### src/rtl/devices_audio_mixer.sv
// devices_audio_mixer
// Time-multiplexed stereo mixer. A sample_tick snapshots all channel inputs,
// then one channel per clock is scaled by its left/right gain and summed into
// wide accumulators. A final cycle rescales, saturates and registers the
// stereo result alongside a valid strobe and clip flags.
//
// Handshake: sample_tick is a single-cycle request that is taken only while
// the FSM is idle (busy == 0). A tick seen while busy is dropped and reported
// on overrun for one cycle. valid is a one-cycle pulse and is not
// back-pressured; sound_L/sound_R and the clip flags hold until the next
// valid.
module devices_audio_mixer #(
  parameter int CHANNELS = 8,
  parameter int IN_W     = 16,
  parameter int OUT_W    = 16,
  parameter int GAIN_W   = 8,
  localparam int IDX_W   = (CHANNELS > 1) ? $clog2(CHANNELS) : 1
) (
  input  logic                     clk_sys,
  input  logic                     reset,
  input  logic                     sample_tick,
  input  logic [CHANNELS*IN_W-1:0] ch_in,
  input  logic [CHANNELS-1:0]      ch_en,
  input  logic                     cfg_we,
  input  logic [IDX_W-1:0]         cfg_ch,
  input  logic                     cfg_side,
  input  logic [GAIN_W-1:0]        cfg_gain,
  output logic [OUT_W-1:0]         sound_L,
  output logic [OUT_W-1:0]         sound_R,
  output logic                     valid,
  output logic                     busy,
  output logic                     clip_L,
  output logic                     clip_R,
  output logic                     overrun,
  output logic [1:0]               dbg_state
);

  // Accumulator holds CHANNELS products plus a sign bit, so it cannot wrap.
  localparam int ACC_W  = IN_W + GAIN_W + $clog2(CHANNELS) + 1;
  localparam int PROD_W = IN_W + GAIN_W + 1;
  // Rescaled value is widened past OUT_W so the overflow test always has
  // at least two bits above the output sign bit to compare.
  localparam int EXT_W  = ((ACC_W > OUT_W) ? ACC_W : OUT_W) + 1;

  localparam logic [IDX_W-1:0]  LAST_IDX = IDX_W'(CHANNELS - 1);
  localparam logic [GAIN_W-1:0] UNITY    = {1'b1, {(GAIN_W-1){1'b0}}};

  typedef enum logic [1:0] {
    ST_IDLE = 2'd0,
    ST_MAC  = 2'd1,
    ST_OUT  = 2'd2
  } state_t;

  state_t r_state;
  state_t w_state_next;

  logic [CHANNELS*IN_W-1:0] r_cap_in;
  logic [CHANNELS-1:0]      r_cap_en;
  logic [IDX_W-1:0]         r_idx;
  logic signed [ACC_W-1:0]  r_acc_l;
  logic signed [ACC_W-1:0]  r_acc_r;
  logic [GAIN_W-1:0]        r_gain_l [CHANNELS];
  logic [GAIN_W-1:0]        r_gain_r [CHANNELS];
  logic [OUT_W-1:0]         r_sound_l;
  logic [OUT_W-1:0]         r_sound_r;
  logic                     r_clip_l;
  logic                     r_clip_r;
  logic                     r_valid;
  logic                     r_overrun;

  logic                     w_start;
  logic                     w_drop;
  logic                     w_last;
  logic signed [IN_W-1:0]   w_sample;
  logic [GAIN_W-1:0]        w_gain_l;
  logic [GAIN_W-1:0]        w_gain_r;
  logic signed [PROD_W-1:0] w_prod_l;
  logic signed [PROD_W-1:0] w_prod_r;
  logic signed [EXT_W-1:0]  w_scaled_l;
  logic signed [EXT_W-1:0]  w_scaled_r;
  logic [OUT_W:0]           w_sat_l;
  logic [OUT_W:0]           w_sat_r;
  logic                     w_cfg_hit;

  // Returns {clipped, saturated value} for a rescaled accumulator.
  function automatic logic [OUT_W:0] saturate(input logic [EXT_W-1:0] v);
    logic [EXT_W-OUT_W:0] hi;
    hi = v[EXT_W-1:OUT_W-1];
    if ((&hi) || (~|hi)) begin
      saturate = {1'b0, v[OUT_W-1:0]};
    end else if (v[EXT_W-1]) begin
      saturate = {1'b1, 1'b1, {(OUT_W-1){1'b0}}};
    end else begin
      saturate = {1'b1, 1'b0, {(OUT_W-1){1'b1}}};
    end
  endfunction

  // Current channel operands; gains are read before any same-cycle write lands.
  assign w_sample = $signed(r_cap_in[32'(r_idx) * IN_W +: IN_W]);
  assign w_gain_l = r_gain_l[r_idx];
  assign w_gain_r = r_gain_r[r_idx];
  assign w_prod_l = w_sample * $signed({1'b0, w_gain_l});
  assign w_prod_r = w_sample * $signed({1'b0, w_gain_r});

  // Arithmetic shift removes the unity-gain scale, rounding toward -inf.
  assign w_scaled_l = r_acc_l >>> (GAIN_W - 1);
  assign w_scaled_r = r_acc_r >>> (GAIN_W - 1);
  assign w_sat_l    = saturate(w_scaled_l);
  assign w_sat_r    = saturate(w_scaled_r);

  assign w_cfg_hit  = cfg_we && (32'(cfg_ch) < CHANNELS);

  // FSM state register.
  always_ff @(posedge clk_sys or posedge reset) begin
    if (reset) begin
      r_state <= ST_IDLE;
    end else begin
      r_state <= w_state_next;
    end
  end

  // FSM next-state and control decode.
  always_comb begin
    w_state_next = r_state;
    w_start      = 1'b0;
    w_drop       = 1'b0;
    w_last       = (r_idx == LAST_IDX);
    case (r_state)
      ST_IDLE: begin
        if (sample_tick) begin
          w_start      = 1'b1;
          w_state_next = ST_MAC;
        end
      end
      ST_MAC: begin
        w_drop = sample_tick;
        if (w_last) begin
          w_state_next = ST_OUT;
        end
      end
      ST_OUT: begin
        w_drop       = sample_tick;
        w_state_next = ST_IDLE;
      end
      default: begin
        w_state_next = ST_IDLE;
      end
    endcase
  end

  // Snapshot, multiply-accumulate and output registers.
  always_ff @(posedge clk_sys or posedge reset) begin
    if (reset) begin
      r_cap_in  <= '0;
      r_cap_en  <= '0;
      r_idx     <= '0;
      r_acc_l   <= '0;
      r_acc_r   <= '0;
      r_sound_l <= '0;
      r_sound_r <= '0;
      r_clip_l  <= 1'b0;
      r_clip_r  <= 1'b0;
      r_valid   <= 1'b0;
      r_overrun <= 1'b0;
    end else begin
      r_valid   <= (r_state == ST_OUT);
      r_overrun <= w_drop;
      if (w_start) begin
        r_cap_in <= ch_in;
        r_cap_en <= ch_en;
        r_acc_l  <= '0;
        r_acc_r  <= '0;
        r_idx    <= '0;
      end
      if (r_state == ST_MAC) begin
        if (r_cap_en[r_idx]) begin
          r_acc_l <= r_acc_l + w_prod_l;
          r_acc_r <= r_acc_r + w_prod_r;
        end
        if (!w_last) begin
          r_idx <= r_idx + 1'b1;
        end
      end
      if (r_state == ST_OUT) begin
        r_sound_l <= w_sat_l[OUT_W-1:0];
        r_sound_r <= w_sat_r[OUT_W-1:0];
        r_clip_l  <= w_sat_l[OUT_W];
        r_clip_r  <= w_sat_r[OUT_W];
      end
    end
  end

  // Gain banks; writes land at any time, out-of-range channels are ignored.
  always_ff @(posedge clk_sys or posedge reset) begin
    if (reset) begin
      for (int i = 0; i < CHANNELS; i++) begin
        r_gain_l[i] <= UNITY;
        r_gain_r[i] <= UNITY;
      end
    end else if (w_cfg_hit) begin
      if (cfg_side) begin
        r_gain_r[cfg_ch] <= cfg_gain;
      end else begin
        r_gain_l[cfg_ch] <= cfg_gain;
      end
    end
  end

  assign sound_L   = r_sound_l;
  assign sound_R   = r_sound_r;
  assign clip_L    = r_clip_l;
  assign clip_R    = r_clip_r;
  assign valid     = r_valid;
  assign overrun   = r_overrun;
  assign busy      = (r_state != ST_IDLE);
  assign dbg_state = r_state;

endmodule

### config.mk
export PLATFORM = sky130hd
export DESIGN_NAME = devices_audio_mixer
export DESIGN_NICKNAME = d
export VERILOG_FILES = /design/src/rtl/devices_audio_mixer.sv
export SDC_FILE = /design/constraint.sdc
export NUM_CORES = 2
export LEC_CHECK = 0
export CAP_MARGIN = 20
export CORE_ASPECT_RATIO = 1.4
export CORE_UTILIZATION = 54
export DETAILED_ROUTE_END_ITERATION = 16
export GPL_TIMING_DRIVEN = 0
export MAX_ROUTING_LAYER = met4
export PLACE_DENSITY_LB_ADDON = 0.15
export SLEW_MARGIN = 20
export SYNTH_ARGS = -nofsm -noshare
export SYNTH_HDL_FRONTEND = slang
export SYNTH_SLANG_ARGS = --single-unit
### constraint.sdc
create_clock -name clk_sys -period 14.9 [get_ports clk_sys]
set_input_delay 2.98 -clock clk_sys [delete_from_list [all_inputs] [get_ports clk_sys]]
set_output_delay 2.98 -clock clk_sys [all_outputs]
set_load 0.05 [all_outputs]
# After elaboration in Yosys (flattened, before gate mapping)
# Index checks and enable logic that the tools add are counted.
dict set report totals {
  input_bits 152
  wordCells 92
  reg_bits 361
  out_inout_bits 39
}
dict set report op_classes {
  n_addsub 3
  n_reduce_logical 15
  shift 1
  magnitude_cmp 4
  eq_ne 5
  mul 2
  mux 31
  n_bitwise 3
}
# cell n
set op_table {}
lappend op_table {{$mux 28} 6}
lappend op_table {{$bwmux 64} 2}
lappend op_table {{$shiftx 128x8->16} 1}
lappend op_table {{$add 28x25->28} 2}
lappend op_table {{$mul 16x9->25} 2}
lappend op_table {{$bmux 8 s3} 2}
lappend op_table {{$mux 8} 5}
lappend op_table {{$mux 17} 2}
lappend op_table {{$mux 16} 2}
lappend op_table {{$demux 8 s3} 1}
lappend op_table {{$reduce_and 6->1} 2}
lappend op_table {{$reduce_or 6->1} 2}
lappend op_table {{$mux 3} 3}
lappend op_table {{$ge 4x4->1 const B} 2}
lappend op_table {{$not 3->4} 2}
lappend op_table {{$reduce_and 2->1} 3}
lappend op_table {{$lt 3x4->1 const B} 1}
lappend op_table {{$lt 4x1->1 const B} 1}
lappend op_table {{$mux 1} 4}
lappend op_table {{$mux 2} 2}
lappend op_table {{$ne 2x2->1 const B} 2}
lappend op_table {{$pmux 2 s2} 1}
lappend op_table {{$add 3x1->3 const B} 1}
lappend op_table {{$bmux 1 s3} 1}
lappend op_table {{10 further kinds} 12}

# Depth between registers and ports, before layout
dict set report logic_depth {
  word_depth 8
  depth_mapped 26
  depth_no_buf 23
}

# Worst setup path before layout
# OpenSTA, ideal clock, no wires.
dict set report synth_path {
  path_type {register to register}
  start {reg r_idx[0]}
  end {reg r_acc_l[27]}
  required_ns 14.769
  stages_incl_launch_ff 24
  synth_period_minus_slack_ns 6.535
  n_path_buf 3
  slack_ns 8.365
  arrival_ns 6.403
  cell_sequence {dfrtp_1 -> buf_6 -> buf_6 -> buf_2 -> mux4_2 -> mux2i_1 -> nor2_1 -> fa_1 -> inv_1 -> fa_1 -> inv_1 -> fa_1 -> fa_1 -> inv_1 -> fa_1 -> inv_1 -> ha_1 -> a21oi_1 -> o21ai_0 -> a221oi_1 -> a21oi_1 -> o211ai_1 -> a21oi_1 -> or3_1}
}
dict set report synth_between {
  elab_chain_cells 8
  elab_cells_between_ends 11
}
# element line_no
set synth_lines {}
lappend synth_lines {{start: declaration} 59} ;# logic [IDX_W-1:0] r_idx;
lappend synth_lines {{start signal: assignment} 181} ;# r_idx <= r_idx + 1'b1;
lappend synth_lines {{branches (longest 6 deep; another with $add 28x25->28)} --}
lappend synth_lines {{$mux 28 (*)} 176} ;# if (r_cap_en[r_idx]) begin
lappend synth_lines {{$mux 28 (*)} 175} ;# if (r_state == ST_MAC) begin
lappend synth_lines {{end signal: assignment} 177} ;# r_acc_l <= r_acc_l + w_prod_l;
lappend synth_lines {{end: declaration} 60} ;# logic signed [ACC_W-1:0] r_acc_l;
# Mark *: on every way between the ends. The select of a mux whose other input is x is not followed.
# A chain may end at the register's enable or synchronous reset.

# Worst setup path after layout
dict set report layout_path {
  start {reg r_idx[1]}
  end {reg r_acc_r[23]}
}
dict set report layout_between {
  elab_chain_cells 8
  elab_cells_between_ends 11
}
# element line_no
set layout_lines {}
lappend layout_lines {{branches (longest 6 deep; another with $add 28x25->28)} --}
lappend layout_lines {{$mux 28 (*)} 176}
lappend layout_lines {{$mux 28 (*)} 175}
lappend layout_lines {{end signal: assignment} 178} ;# r_acc_r <= r_acc_r + w_prod_r;
lappend layout_lines {{end: declaration} 61} ;# logic signed [ACC_W-1:0] r_acc_r;
# Marked as above.

==> run_results.csv <==
group,metric,value,unit
drt,drc,0,
clock_tree,htree_levels,2,
clock_tree,insertion_delay,580,ps
global_route,grt_use_met2,51.73,%
yosys,syn-num-nets,3007,
setup_path,timing.rr.end,"r_acc_r[23]",
floorplanning,die_w,191.6,um
drt,drt_iter0_markers,1026,
yosys,synth_edf_count,0,
setup_path,endpoint_kind,"flop",
worst_hold_path,hold_path.class,"reg -> reg",
finish,fillCellCount,3975,
yosys,syn_area,27180,um2
yosys,postSynthCellCount,2470,
setup_path,r2r_cells,22,
floorplanning,start_util,55.05,%
drt,vias,18870,
drt,wl_per_cell,21.26,um
floorplanning,core,49370,um2
run,max-cap-violations,0,
finish,drive_gt1_share,18.42,%
run_status,status,"completed",
clock_tree,cts_resized,0,
timing,finClkSkew,23.25,ps
finish,mostFrequentLayoutCells,"431 x inv_1, 345 x dfrtp_1, 289 x mux2_2, 256 x fa_1, 188 x clkdlybuf4s50_1",
yosys,seq_area_frac_synth,33.31,%
global_route,grt_pass1_wl,112800,um
setup_path,path_cells,"buf_1 -> clkbuf_1 -> mux4_2 -> mux2i_1 -> buf_2 -> nor2_1 -> fa_1 -> fa_1 -> fa_1 -> fa_1 -> inv_1 -> fa_1 -> inv_1 -> ha_1 -> clkbuf_1 -> a21oi_1 -> o21ai_0 -> nor3_1 -> o21ai_0 -> nand3_1 -> o2111a_1 -> a211o_1",
timing,setup_viol,0,
global_route,antenna_found_initial,4,
global_route,grt_overflow_total,0,
timing,period_needed,8547,ps
floorplanning,ioPinCount,191,
placement,io_buffers,188,
timing,rsz0062_at_grt,"no",
clock_tree,cts_setup_buffers,0,
finish,layout_commonest_cell,"inv_1",
setup_path,reg2reg_from,"r_idx[1]",
setup_path,cp_max_fo,10,
drt,via_per_inst,5.598,
setup_path,critPathArrivalTime,8990,ps
setup_path,rrSetupSlack,6350,ps
timing,slew_headroom,21.82,%
yosys,yosys_warnings,0,
clock_tree,postCtsHoldBufs,0,
global_route,grt_max_degree,111,
timing,tns,0,ps
setup_path,critPathSlowestCell,"clkbuf_1",
setup_path,cp_common_cell,"fa_1",
clock_tree,clk_pin_slew,60,ps
global_route,grt_use_met1,35.34,%
setup_path,endpoint,"r_acc_r[23]",
setup_path,cpPeakStageDelay,870,ps
clock_tree,root_buffer,"clkbuf_16",
timing,post-route-period-util,57.36,%
clock_tree,cts_tree,"built",
placement,hpwl,57170,um
global_route,busiest_layer,"met2",
finish,layout.nets,3240,
setup_path,path_class,"reg -> reg",
global_route,grt_pass1_vias,20320,
clock_tree,cts_buffer_depth,3,
setup_path,setup.worst_path.start,"r_idx[1]",
drt,ant_nets,0,
timing,hold_viol_final,0,
placement,gp_congestion,0.9147,
global_route,track_usage,30.06,%
yosys,synth-seq-cells,361,
yosys,synthArstFlopShare,100.0,%
floorplanning,rows,96,
yosys,syn_area_per_cell,11.00,um2
floorplanning,fp.dieArea,51240,um2
finish,areaGrowthSynthToFinish,15.03,%
clock_tree,cts_num_sinks,361,
clock_tree,numCtsBuffers,39,
floorplanning,fp.dieH,267.5,um
drt,drt_wl_total,71670,um
global_route,grt_util_met3,3.774,%
timing,slew_violations,0,
setup_path,worstPathRequired,15350,ps
timing,worst_slew_pin_slew,1173,ps
setup_path,cp-start-kind,"flop",
yosys,ys_types,68,
timing,fmax,0.1170,GHz
yosys,ys.flop_type,"dfrtp_1",
drt,dr.pass1.iters,5,
## sequential cells by signal, summed over array words and instances (netlist names)
name,flops
clip_L,1
clip_R,1
dbg_state,2
overrun,1
r_acc_l,28
r_acc_r,28
r_cap_en,8
r_cap_in,128
r_gain_l,64
r_gain_r,64
r_idx,3
sound_L,16
sound_R,16
valid,1
## per-stage QoR
stage | hold WS [ps] | area, um2 | instances | utilization [%] | worst slack [ps]
finish | 501.0 | 31260 | 3371 | 63.33 | 6353
global route | 513.5 | 31260 | 3371 | 63.33 | 6055
CTS | 501.3 | 31250 | 3367 | 63.30 | 6389
detailed placement | 488.0 | 30000 | 3299 | 60.76 | 6407
global placement | 481.3 | 29860 | 3295 | 60.48 | -2185
floorplan | 468.6 | 27180 | 2470 | - | 1928
## critical path: cells and delay by family (launching register included)
family,cells,cell delay [ps]
and+or+nand+nor,3,580
muxes,2,1010
DFF,1,550
AOI/OAI and AO/OA,5,1400
adders and majority gates,6,2660
buffers and inverters,6,2200
## synthesized netlist by cell type (18+ instances only)
cell type | number | area share, %
a21o_1 | 20 | 0.55
a21oi_1 | 51 | 0.94
buf_2 | 33 | 0.61
clkbuf_1 | 61 | 0.84
dfrtp_1 | 345 | 32
fa_1 | 256 | 19
ha_1 | 129 | 5.9
inv_1 | 432 | 6.0
mux2_2 | 289 | 12
mux2i_1 | 23 | 0.85
mux4_2 | 66 | 5.5
nand2_1 | 156 | 2.2
nand3_1 | 71 | 1.3
nor2_1 | 168 | 2.3
o211ai_1 | 39 | 1.1
o21ai_0 | 100 | 1.8
xnor2_1 | 20 | 0.64
xor2_1 | 18 | 0.58
## cell families (layout without fill, tap and decap cells)
kind of cell | count (synthesis) | after routing | share of synthesized area (%)
xor+xnor | 38 | 38 | 1.225
buf+inv | 541 | 801 | 7.817
mux | 378 | 378 | 18.29
compound gates | 277 | 277 | 6.496
other cells | 0 | 4 | 0
fa+ha+maj | 385 | 385 | 24.80
flops | 361 | 361 | 33.31
simple gates | 490 | 490 | 8.066
## area by class of cell
| class | instances | area, um2 | area share, % |
|---|---|---|---|
| timing repair buffer | 192 | 1972 | 6.307 |
| clock buffer | 57 | 1114 | 3.562 |
| inverter | 432 | 1629 | 5.211 |
| multi-input combinational | 1568 | 16040 | 51.31 |
| tap | 637 | 797.0 | 2.549 |
| antenna | 4 | 10.01 | 0.03202 |
| sequential | 361 | 9054 | 28.96 |
| buffer | 109 | 503.0 | 1.609 |
| clock inverter | 11 | 142.6 | 0.4562 |
## worst min path at each step
stage                  from            to  slack, ps  cells after the start
6_report       r_cap_in[61]  r_cap_in[61]        500                      1
5_1_grt        r_gain_r[36]  r_gain_r[36]        510                      1
4_1_cts        r_cap_in[38]  r_cap_in[38]        500                      1
3_5_place_dp   r_cap_in[38]  r_cap_in[38]        490                      1
3_3_place_gp   r_cap_in[19]  r_cap_in[19]        480                      1
2_1_floorplan   r_acc_l[24]   r_acc_l[24]        470                      2
## metal layers
metal  up-vias  part of all wire, %
li1       8601                    -
met1      9625                   40
met2       499                   52
met3       147                  4.0
met4         0                  4.2
met5         -                    0
Power is not shown: default switching activity piles up to over one toggle a cycle in this logic, so the estimate is an artifact.
